## src/rtl/uart_rx_ctrl.sv

```systemverilog
// uart_rx_ctrl: UART receive controller; start detect, majority mid-bit sampling, deserialise, parity/stop check
module uart_rx_ctrl #(
  parameter int DATA_WIDTH = 8
) (
  input  logic                  clk,
  input  logic                  rst,
  input  logic                  rx_in,
  input  logic [5:0]            prescale,
  input  logic                  par_en,
  input  logic                  par_typ,
  input  logic [5:0]            edge_cnt,
  input  logic [3:0]            bit_cnt,
  output logic                  cnt_en,
  output logic [DATA_WIDTH-1:0] p_data,
  output logic                  data_valid,
  output logic                  par_err,
  output logic                  stp_err,
  output logic                  busy
);

  typedef enum logic [2:0] {IDLE, START, DATA, PARITY, STOP, DONE} state_t;

  localparam logic [3:0] LAST_DATA = 4'(DATA_WIDTH + 1);

  state_t                r_state;
  logic                  r_armed;
  logic [2:0]            r_smp;
  logic [DATA_WIDTH-1:0] r_shreg;
  logic [5:0]            w_half;
  logic                  w_bit;
  logic                  w_mid;
  logic                  w_end;

  assign w_half = prescale >> 1;
  assign w_bit  = (r_smp[0] & r_smp[1]) | (r_smp[0] & r_smp[2]) | (r_smp[1] & r_smp[2]);
  assign w_mid  = edge_cnt == w_half + 6'd2;
  assign w_end  = edge_cnt == prescale;
  assign busy   = (r_state == START) || (r_state == DATA) || (r_state == PARITY) || (r_state == STOP);
  assign cnt_en = busy;

  // three raw samples around mid-bit, voted once the third is in
  always_ff @(posedge clk or negedge rst)
    if (!rst) r_smp <= '0;
    else begin
      if (edge_cnt == w_half - 6'd1) r_smp[0] <= rx_in;
      if (edge_cnt == w_half)        r_smp[1] <= rx_in;
      if (edge_cnt == w_half + 6'd1) r_smp[2] <= rx_in;
    end

  // frame sequencer; the decision at the stop mid-point makes p_data/data_valid visible in DONE
  always_ff @(posedge clk or negedge rst)
    if (!rst) begin
      r_state    <= IDLE;
      r_armed    <= 1'b1;
      r_shreg    <= '0;
      p_data     <= '0;
      data_valid <= 1'b0;
      par_err    <= 1'b0;
      stp_err    <= 1'b0;
    end else begin
      case (r_state)
        IDLE:
          if (!r_armed) r_armed <= rx_in;
          else if (!rx_in) begin
            r_state <= START;
            par_err <= 1'b0;
            stp_err <= 1'b0;
          end
        START:
          if (w_mid && w_bit) r_state <= IDLE;
          else if (w_end && bit_cnt == 4'd1) r_state <= DATA;
        DATA: begin
          if (w_mid) r_shreg <= {w_bit, r_shreg[DATA_WIDTH-1:1]};
          if (w_end && bit_cnt == LAST_DATA) r_state <= par_en ? PARITY : STOP;
        end
        PARITY: begin
          if (w_mid) par_err <= w_bit ^ (^r_shreg) ^ par_typ;
          if (w_end) r_state <= STOP;
        end
        STOP:
          if (w_mid) begin
            stp_err <= ~w_bit;
            r_state <= DONE;
            if (w_bit && !par_err) begin
              p_data     <= r_shreg;
              data_valid <= 1'b1;
            end
          end
        DONE: begin
          data_valid <= 1'b0;
          if (stp_err) r_armed <= 1'b0;
          r_state <= IDLE;
        end
        default: r_state <= IDLE;
      endcase
    end

endmodule

```

## config.mk

```make
export PLATFORM = sky130hd
export DESIGN_NAME = uart_rx_ctrl
export DESIGN_NICKNAME = d
export VERILOG_FILES = /design/src/rtl/uart_rx_ctrl.sv
export SDC_FILE = /design/constraint.sdc
export NUM_CORES = 1
export LEC_CHECK = 0
export BUFFER_PORTS_ARGS = -buffer_cell sky130_fd_sc_hd__buf_2
export CORE_MARGIN = 1.5
export CORE_UTILIZATION = 40
export CTS_BUF_LIST = sky130_fd_sc_hd__clkbuf_8 sky130_fd_sc_hd__clkbuf_16
export CTS_CLUSTER_DIAMETER = 30
export DETAILED_ROUTE_END_ITERATION = 8
export GPL_ROUTABILITY_DRIVEN = 0
export HOLD_SLACK_MARGIN = 0.03
export MAX_ROUTING_LAYER = met4
export PLACE_DENSITY = 0.7
export SETUP_SLACK_MARGIN = 0.4
export SLEW_MARGIN = 0
export SYNTH_ARGS = -nofsm -noshare
export SYNTH_HDL_FRONTEND = slang
export SYNTH_SLANG_ARGS = --single-unit
```

## constraint.sdc

```tcl
create_clock -name clk -period 4.15 [get_ports clk]
set_input_delay 0.83 -clock clk [delete_from_list [all_inputs] [get_ports clk]]
set_output_delay 0.83 -clock clk [all_outputs]
set_load 0.02 [all_outputs]
```

==> impl_metrics.tcl, run 1 <==
set metrics [dict create \
    hold_buffers 0 \
    num_io_pins 34 \
    critPathLaunchType "primary input" \
    min_period_over_period_pct 68.87 \
    firstDrtPassIters 4 \
    clk_latency_ns 0.27 \
    utilization_pct 47.59 \
    min_path_type "register to register" \
    wl_per_cell_microns 13.75 \
    ant_nets 0 \
    ys_types 50 \
    die-width_microns 70.46 \
    clk_pin_slew_ns 0.09 \
    powerDensity_nw_per_um2 296.2 \
    ys_seq_elements 26 \
    initial_core_util_pct 41.81 \
    grt_max_degree 27 \
    port-buffer-count 33 \
    areaGrowthSynthToFinish_pct 13.81 \
    path_max_fanout 11 \
    cellLeakagePower_nw 0.9483 \
    critPathKind "primary input to register" \
    grt_pass1_wl_mm 6.168 \
    nets 236 \
    worstSetupEndpointType "register" \
    rsz0062_at_grt "false" \
    worstMarginPinSlew_ns 0.6209 \
    clock_skew_ns 0.003156 \
    die_y_microns 70.46 \
    status "finished clean" \
    most-common-layout-cells "buf_2 (33), dfrtp_1 (25), mux2_2 (19)" \
    cts_resized 0 \
    setup_viol 0 \
    fin_crit_ns 2.858 \
    synth_edf_count 0 \
    syn_avg_cell_area_sq_um 10.17 \
    hold_viol_final 0 \
    vdd_ir_drop_max_mv 0.2095 \
    cts_setup_buffers 0 \
    track_usage_pct 15.93 \
    dieArea_sq_um 4965 \
    max_freq_mhz 349.9 \
    slew_violations 0 \
    grt_overflow 0 \
    holdCritStartpoint "p_data[4]$_DFFE_PN0P_" \
    maxCapViolations 0 \
    synth.cell_area_sq_um 1820 \
    worstSetupStartpoint "prescale[3]" \
    synth_top_flop_cell "dfrtp_1" \
    h-tree-depth 1 \
    drc 0 \
    drive_gt1_share_pct 33.01 \
    via_per_inst 5.326 \
    core_area_sq_um 4354 \
    seq_area_frac_synth_pct 35.81 \
    grt_pass1_vias 1385 \
    routed-via-count 1390 \
    met2_length_mm 1.711 \
    root_buffer "clkbuf_8" \
    met3_length_microns 107 \
    cts_tree "done" \
    yosys_warnings 0 \
    core.rowCount 24 \
    synthesis.instances 179 \
    async_flop_share_pct 100.0 \
    arrival_ns 3.02 \
    fin_setup_tns_ns 0 \
    syn_nets 205 \
    antenna_found_initial 0 \
    critical_path_required_ns 4.31 \
    antenna_cells 0 \
    layout_commonest_cell "buf_2" \
    netlist.area_leader.share_pct 34.36 \
    reg2reg_from "r_state[0]$_DFFE_PN0P_" \
    clk_path_buf_depth 2 \
    dp_hpwl_mm 2.710 \
    drtIter0Drc 66 \
    finalWirelength_mm 3.588 \
    dr.max_layer_used "met4" \
    yosys-top-cells-area "dfrtp_1 (34%), mux2_2 (12%), xnor2_1 (8.2%)" \
    cts.sinks 26 \
    wl_met1_mm 1.704 \
    cts_made_buffers 3 \
    max-slew-margin-rel_pct 58.38 \
    yosysTopAreaCell "dfrtp_1" \
]
[sequential cells by signal, indices dropped and copies added (netlist names)]
signal and cells:
r_armed 1, stp_err 1, r_shreg 8, r_state 3
data_valid 1, par_err 1, r_smp 3, p_data 8
[report_power, final]
part	internal [mW]	leakage (nW)	total [mW]	switching, mW
clock network	0.129	0.0357	0.208	0.0784
registers	0.267	0.351	0.277	0.00963
logic	0.0596	0.562	0.129	0.0698
[cells by family (layout without fill, tap and decap cells)]
kind of cell,count (synthesis),in the layout,share of synthesized area [%]
compound gates,34,34,14.02
flops,26,26,35.81
simple gates,51,51,15.81
xor+xnor,28,28,13.88
buf+inv,14,44,4.192
mux,20,20,12.30
fa+ha+maj,6,6,3.986
[cells in the mapped netlist (3+ instances only)]
library cell  instances
a211oi_1              3
a22o_1                3
dfrtp_1              25
ha_1                  5
inv_1                 7
mux2_2               19
nand2_1              15
nand2b_1              3
nor2_1                9
nor2b_1               3
nor3_1                5
o21ai_0               6
xnor2_1              17
xor2_1               10
[critical path, stage by stage]
cell,delay (ns)
buf_2,0.22
inv_1,0.15
ha_1,0.31
xor2_1,0.16
nor2_1,0.09
o31a_2,0.18
nand3_2,0.11
nor4b_4,0.57
mux2_2,0.40
[metal layers]
metal  up-vias  global-route usage, %
li1        702                      -
met5         -                      -
met1       652                  19.87
met4         0                  6.838
met2        31                  26.52
met3         5                  1.299
[area by class of cell]
type,count,area [sq um]
multi-input combinational,139,1092
sequential,26,651.9
fill,408,2282
tap,52,65.06
inverter,7,26.28
clock buffer,3,41.29
timing repair buffer,33,165.2
clock inverter,1,30.03
[stage by stage]
step	cells	power (mW)	hold WS (ns)	worst slack, ns	cell area (sq um)
floorplan	179	0.3761	0.4681	1.374	1821
global placement	257	0.4091	0.4861	1.025	2001
detailed placement	257	0.4117	0.4899	0.9805	2001
CTS	261	0.6207	0.5175	1.282	2072
global route	261	0.6481	0.5286	1.086	2072
finish	261	0.6137	0.5124	1.292	2072
[path summary, 6_finish.rpt]
check | endpoint | slack [ns] | depth (start not counted)
max | p_data[1]$_DFFE_PN0P_ | 1.29 | 9
min | p_data[4]$_DFFE_PN0P_ | 0.51 | 1
max reg2reg | p_data[1]$_DFFE_PN0P_ | 2.02 | 4
min reg2reg | p_data[4]$_DFFE_PN0P_ | 0.51 | 1
max in group asynchronous | r_armed$_DFFE_PN1P_ | 3.24 | 1
min in group asynchronous | p_data[1]$_DFFE_PN0P_ | 0.54 | 1
(Power assumes the default switching activity.)
==> inputs of run 2 (changes only) <==
clock period = 2.67 ns   (was 4.15 ns; I/O delays follow)
==> impl_metrics.tcl, run 2 (synthesized netlist as in run 1, its figures left out) <==
set metrics [dict create \
    port-buffer-count 33 \
    track_usage_pct 16.84 \
    reg_top3 "p_data x8, r_shreg x8" \
    grt_pass1_vias 1431 \
    seq_power_share_pct 47.9 \
    antenna_found_initial 0 \
    grt_max_degree 27 \
    via_per_inst 5.233 \
    firstDrtPassIters 4 \
    grt_pass1_wl_mm 6.617 \
    dieArea_sq_um 4965 \
    rsz0062_at_grt "true" \
    clk_pin_slew_ns 0.08 \
    powerDensity_nw_per_um2 398.7 \
    min_path_type "primary input to asynchronous set/reset pin" \
    min_period_over_period_pct 82.44 \
    ant_nets 0 \
    r2r_slack_ns 0.82 \
    cts_made_buffers 3 \
    swShare_pct 27.53 \
    cts.sinks 26 \
    critical_path_required_ns 2.83 \
    routed-via-count 1413 \
    num_io_pins 34 \
    dp_slack_ns 0.03483 \
    root_buffer "clkbuf_8" \
    utilization_pct 51.81 \
    maxCapViolations 0 \
    nets 245 \
    cellLeakagePower_nw 1.011 \
    wl_per_cell_microns 13.86 \
    status "finished clean" \
    cts_tree "done" \
    internal-power_uw 651.9 \
    r2r_cells 6 \
    die-width_microns 70.46 \
    fin_crit_ns 2.201 \
    path_max_fanout 6 \
    p_total_uw 899.5 \
    slew_violations 0 \
    critPathKind "primary input to register" \
    fin_setup_tns_ns 0 \
    setup_viol 0 \
    pwr-share-comb_pct 24.6 \
    critPathLaunchType "primary input" \
    layout_commonest_cell "buf_2" \
    drive_gt1_share_pct 38.53 \
    areaGrowthSynthToFinish_pct 23.92 \
    max-slew-margin-rel_pct 62.28 \
    vdd_ir_drop_max_mv 0.3183 \
    drtIter0Drc 48 \
    grt_overflow 0 \
    worstSetupEndpointType "register" \
    max_freq_mhz 454.3 \
    core_area_sq_um 4354 \
    finalWirelength_mm 3.741 \
    dp_hpwl_mm 2.806 \
    die_y_microns 70.46 \
    worstMarginPinSlew_ns 0.5658 \
    arrival_ns 2.36 \
    h-tree-depth 1 \
    worst_slack_ns 0.4690 \
    hold_buffers 0 \
    clock_skew_ns 0.004143 \
    initial_core_util_pct 41.81 \
    clk_latency_ns 0.27 \
    hold_viol_final 0 \
    core.rowCount 24 \
    pwr-share-clk_pct 27.5 \
    most-common-layout-cells "buf_2 (31), dfrtp_1 (25), mux2_2 (18)" \
    p_sw_uw 247.6 \
    clk_path_buf_depth 2 \
    antenna_cells 0 \
    drc 0 \
    reg2reg_from "r_state[0]$_DFFE_PN0P_" \
    reg2reg_to "p_data[4]$_DFFE_PN0P_" \
]
run 2: worst max path at each step:
stage                 from               endpoint  cells past startpoint
6_report       prescale[2]  p_data[4]$_DFFE_PN0P_                     11
5_1_grt        prescale[2]  p_data[4]$_DFFE_PN0P_                     11
4_1_cts        prescale[3]  p_data[6]$_DFFE_PN0P_                      9
3_5_place_dp   prescale[2]   r_smp[0]$_DFFE_PN0N_                      9
3_3_place_gp   prescale[2]   r_smp[0]$_DFFE_PN0N_                      9
2_1_floorplan  prescale[3]  p_data[0]$_DFFE_PN0P_                      9
run 2: final cells by class:
type / instances / area [sq um]
clock buffers: 4 / 55.05
fillers: 400 / 2098
inverters: 7 / 41.29
multi-input cells: 139 / 1146
flip-flops and latches: 26 / 651.9
well taps: 52 / 65.06
repair buffers: 42 / 296.5
run 2: routing by layer:
layer / vias up / part of all wire [%] / GRT usage [%]
li1: 719 / - / -
met3: 4 / 4.2 / 2.742
met4: 0 / 1.4 / 6.838
met5: - / 0 / -
met2: 29 / 48 / 26.52
met1: 661 / 47 / 21.61
run 2: worst max-delay path, cell delays in order:
cell       delay [ns]
buf_12           0.12
inv_8            0.05
ha_4             0.19
xor2_1           0.15
nor2_1           0.12
o31a_2           0.22
nand3_4          0.10
nor4b_4          0.25
buf_4            0.17
clkbuf_16        0.14
mux2_2           0.32
run 2: metrics by stage:
step	hold WS, ns	cells	area (sq um)
after floorplan	0.2384	179	1859
after global placement	0.4849	264	2108
after detailed placement	0.4906	264	2108
after CTS	0.2604	268	2167
after global routing	0.2897	270	2256
final	0.2472	270	2256
run 2: what timing repair did:
item / CTS / global route
gates cloned: 0 / 1
resized for setup: 4 / 16
setup endpoints to repair: 5 / 17
pin swaps: 0 / 3
setup buffers: 0 / 1
run 2: power by group through the flow:
| stage | registers (mW) | clock network (mW) | logic, mW |
|---|---|---|---|
| floorplan | 0.434 | 0 | 0.155 |
| global placement | 0.437 | 0 | 0.210 |
| CTS | 0.431 | 0.263 | 0.214 |
| global route | 0.436 | 0.269 | 0.246 |
| finish | 0.430 | 0.248 | 0.221 |
| detailed placement | 0.439 | 0 | 0.212 |
==> inputs of run 3 (changes only) <==
ABC_AREA = 1   (was default)
PLACE_DENSITY = 0.72   (was 0.7)
clock period = 1.9 ns   (was 2.67 ns; I/O delays follow)
==> impl_metrics.tcl, run 3 <==
set metrics [dict create \
    internal-power_mw 1.348 \
    maxCapViolations 0 \
    drive_gt1_share_pct 40.82 \
    dp_hpwl_mm 2.994 \
    critPathKind "primary input to register" \
    ys_types 29 \
    pwr-share-clk_pct 21.5 \
    wl_per_cell_microns 12.55 \
    yosys_warnings 0 \
    synth.cell_area_sq_um 1863 \
    synth_edf_count 0 \
    max_freq_mhz 587.9 \
    grt_overflow 0 \
    seq_power_share_pct 32.3 \
    setup_viol 0 \
    clock_skew_ns 0.002047 \
    antenna_cells 0 \
    cts_made_buffers 3 \
    yosys-top-cells-area "dfrtp_1 (34%), nand2_1 (14%), inv_1 (7.7%)" \
    nFillCells 357 \
    worstSetupEndpointType "register" \
    die-width_microns 71.25 \
    die_y_microns 71.25 \
    max-slew-margin-rel_pct 61.54 \
    cts_tree "done" \
    grt_pass1_wl_mm 7.762 \
    worstMarginPinSlew_ns 0.5769 \
    routed-via-count 1824 \
    ant_nets 0 \
    p_sw_uw 839.4 \
    cts.sinks 26 \
    critical_path_required_ns 2.08 \
    hold_viol_final 0 \
    antenna_found_initial 0 \
    slew_violations 0 \
    clk_pin_slew_ns 0.09 \
    min_period_over_period_pct 89.52 \
    powerDensity_nw_per_um2 821.4 \
    dp_slack_ns -0.03629 \
    reg_top3 "p_data x8, r_shreg x8" \
    synth_top_flop_cell "dfrtp_1" \
    fin_crit_ns 1.701 \
    synth_commonest_cells "nand2_1 (70), inv_1 (38), dfrtp_1 (25), nand3_1 (20), o21ai_0 (20)" \
    core.rowCount 24 \
    firstDrtPassIters 4 \
    most-common-layout-cells "nand2_1 (52), inv_1 (32), buf_2 (29)" \
    syn_nets 280 \
    yosysTopAreaCell "dfrtp_1" \
    vdd_ir_drop_max_mv 0.6939 \
    port-buffer-count 33 \
    multi_input_area_sq_um 1199 \
    clk_path_buf_depth 2 \
    h-tree-depth 1 \
    fin_setup_tns_ns 0 \
    num_io_pins 34 \
    layout_commonest_cell "nand2_1" \
    reg2reg_from "r_state[1]$_DFFE_PN0P_" \
    swShare_pct 38.38 \
    netlist.area_leader.share_pct 33.58 \
    pwr-share-comb_pct 46.3 \
    drtIter0Drc 91 \
    grt_max_degree 27 \
    clk_latency_ns 0.28 \
    finalWirelength_mm 4.620 \
    drc 0 \
    ys_seq_elements 26 \
    min_path_type "primary input to asynchronous set/reset pin" \
    path_max_fanout 5 \
    regArea_sq_um 654.4 \
    r2r_slack_ns 0.38 \
    rsz0062_at_grt "true" \
    core_area_sq_um 4414 \
    reg2reg_to "p_data[3]$_DFFE_PN0P_" \
    dieArea_sq_um 5076 \
    syn_avg_cell_area_sq_um 7.335 \
    via_per_inst 4.957 \
    arrival_ns 1.88 \
    async_flop_share_pct 100.0 \
    critPathLaunchType "primary input" \
    nets 343 \
    worst_slack_ns 0.1991 \
    initial_core_util_pct 42.21 \
    grt_pass1_vias 1716 \
    track_usage_pct 19.38 \
    status "finished clean" \
    r2r_cells 9 \
    cellLeakagePower_nw 1.305 \
    root_buffer "clkbuf_8" \
    yosysMostFrequentCell "nand2_1" \
    seq_area_frac_synth_pct 34.99 \
    synthesis.instances 254 \
    areaGrowthSynthToFinish_pct 42.91 \
]
## run 3: cell count changes after synthesis, sizes merged, moves of 3 or more
cell,before,now
nand2,15,78
inv,7,43
o21ai,6,28
mux2,19,0
nand3,3,20
xnor2,18,7
a21oi,2,7
nand4,1,5
a211oi,3,0
a22o,3,0
nand2b,3,0
nor2b,3,0
## run 3: per-stage QoR
step	area (sq um)	total power, mW	std cells	hold slack, ns	utilization, %
final	2663	2.187	368	0.08462	60.32
after global routing	2663	2.322	368	0.1280	60.32
after CTS	2524	2.103	363	0.1003	57.17
after detailed placement	2161	1.459	343	0.4081	48.95
after global placement	2161	1.450	343	0.4042	48.95
after floorplan	1911	1.277	254	0.08441	-
## run 3: cells by family (layout without fill, tap and decap cells)
kind of cell | after synthesis | in the layout | share of synthesized area, %
fa+ha+maj | 5 | 5 | 3.358
buf+inv | 48 | 109 | 11.08
simple gates | 123 | 124 | 31.09
compound gates | 37 | 37 | 12.43
xor+xnor | 15 | 15 | 7.052
flops | 26 | 26 | 34.99
## run 3: critical path, cell delays in order
cell,delay (ns)
buf_8,0.11
buf_6,0.11
ha_4,0.16
nand4_1,0.19
nand2_2,0.11
nor2_4,0.14
nand2_4,0.08
inv_4,0.08
nand4_4,0.13
buf_6,0.16
buf_12,0.13
nand2_4,0.05
o21ai_2,0.04
## run 3: worst max path at each step
stage	startpoint	endpoint	slack, ns	depth (start not counted)
6_report	prescale[3]	p_data[3]$_DFFE_PN0P_	0.20	13
5_1_grt	prescale[3]	p_data[4]$_DFFE_PN0P_	0.13	13
4_1_cts	r_state[1]$_DFFE_PN0P_	busy	0.23	6
3_5_place_dp	prescale[3]	r_state[1]$_DFFE_PN0P_	-0.04	14
3_3_place_gp	prescale[3]	r_state[1]$_DFFE_PN0P_	-0.009	14
2_1_floorplan	prescale[3]	p_data[0]$_DFFE_PN0P_	0.12	12
## run 3: final cells by class
class	count	share of cell area, %
sequential	26	24.58
clock inverter	1	1.128
timing repair buffer	62	18.84
tap	52	2.444
inverter	43	6.438
multi-input combinational	181	45.02
clock buffer	3	1.551
## run 3: per-layer routing
layer | GRT usage (%) | vias up | wire length [microns]
met5 | - | - | 0
li1 | - | 933 | -
met2 | 31.79 | 35 | 2306
met1 | 25.99 | 850 | 2097
met4 | 3.145 | 0 | 52
met3 | 2.954 | 6 | 163
## run 3: timing repair
item | 4_1_cts | 5_1_grt
hold buffers | 0 | 0
buffers inserted | 14 | 4
gates resized for setup | 40 | 29
cloned | 2 | 1
pin swaps | 5 | 6
setup endpoints to repair | 21 | 25
## run 3: power by group through the flow
stage | Sequential [mW] | Combinational [mW] | Clock, mW
finish | 0.706 | 1.01 | 0.469
global route | 0.716 | 1.12 | 0.487
CTS | 0.700 | 0.932 | 0.471
detailed placement | 0.700 | 0.759 | 0
global placement | 0.699 | 0.751 | 0
floorplan | 0.710 | 0.567 | 0
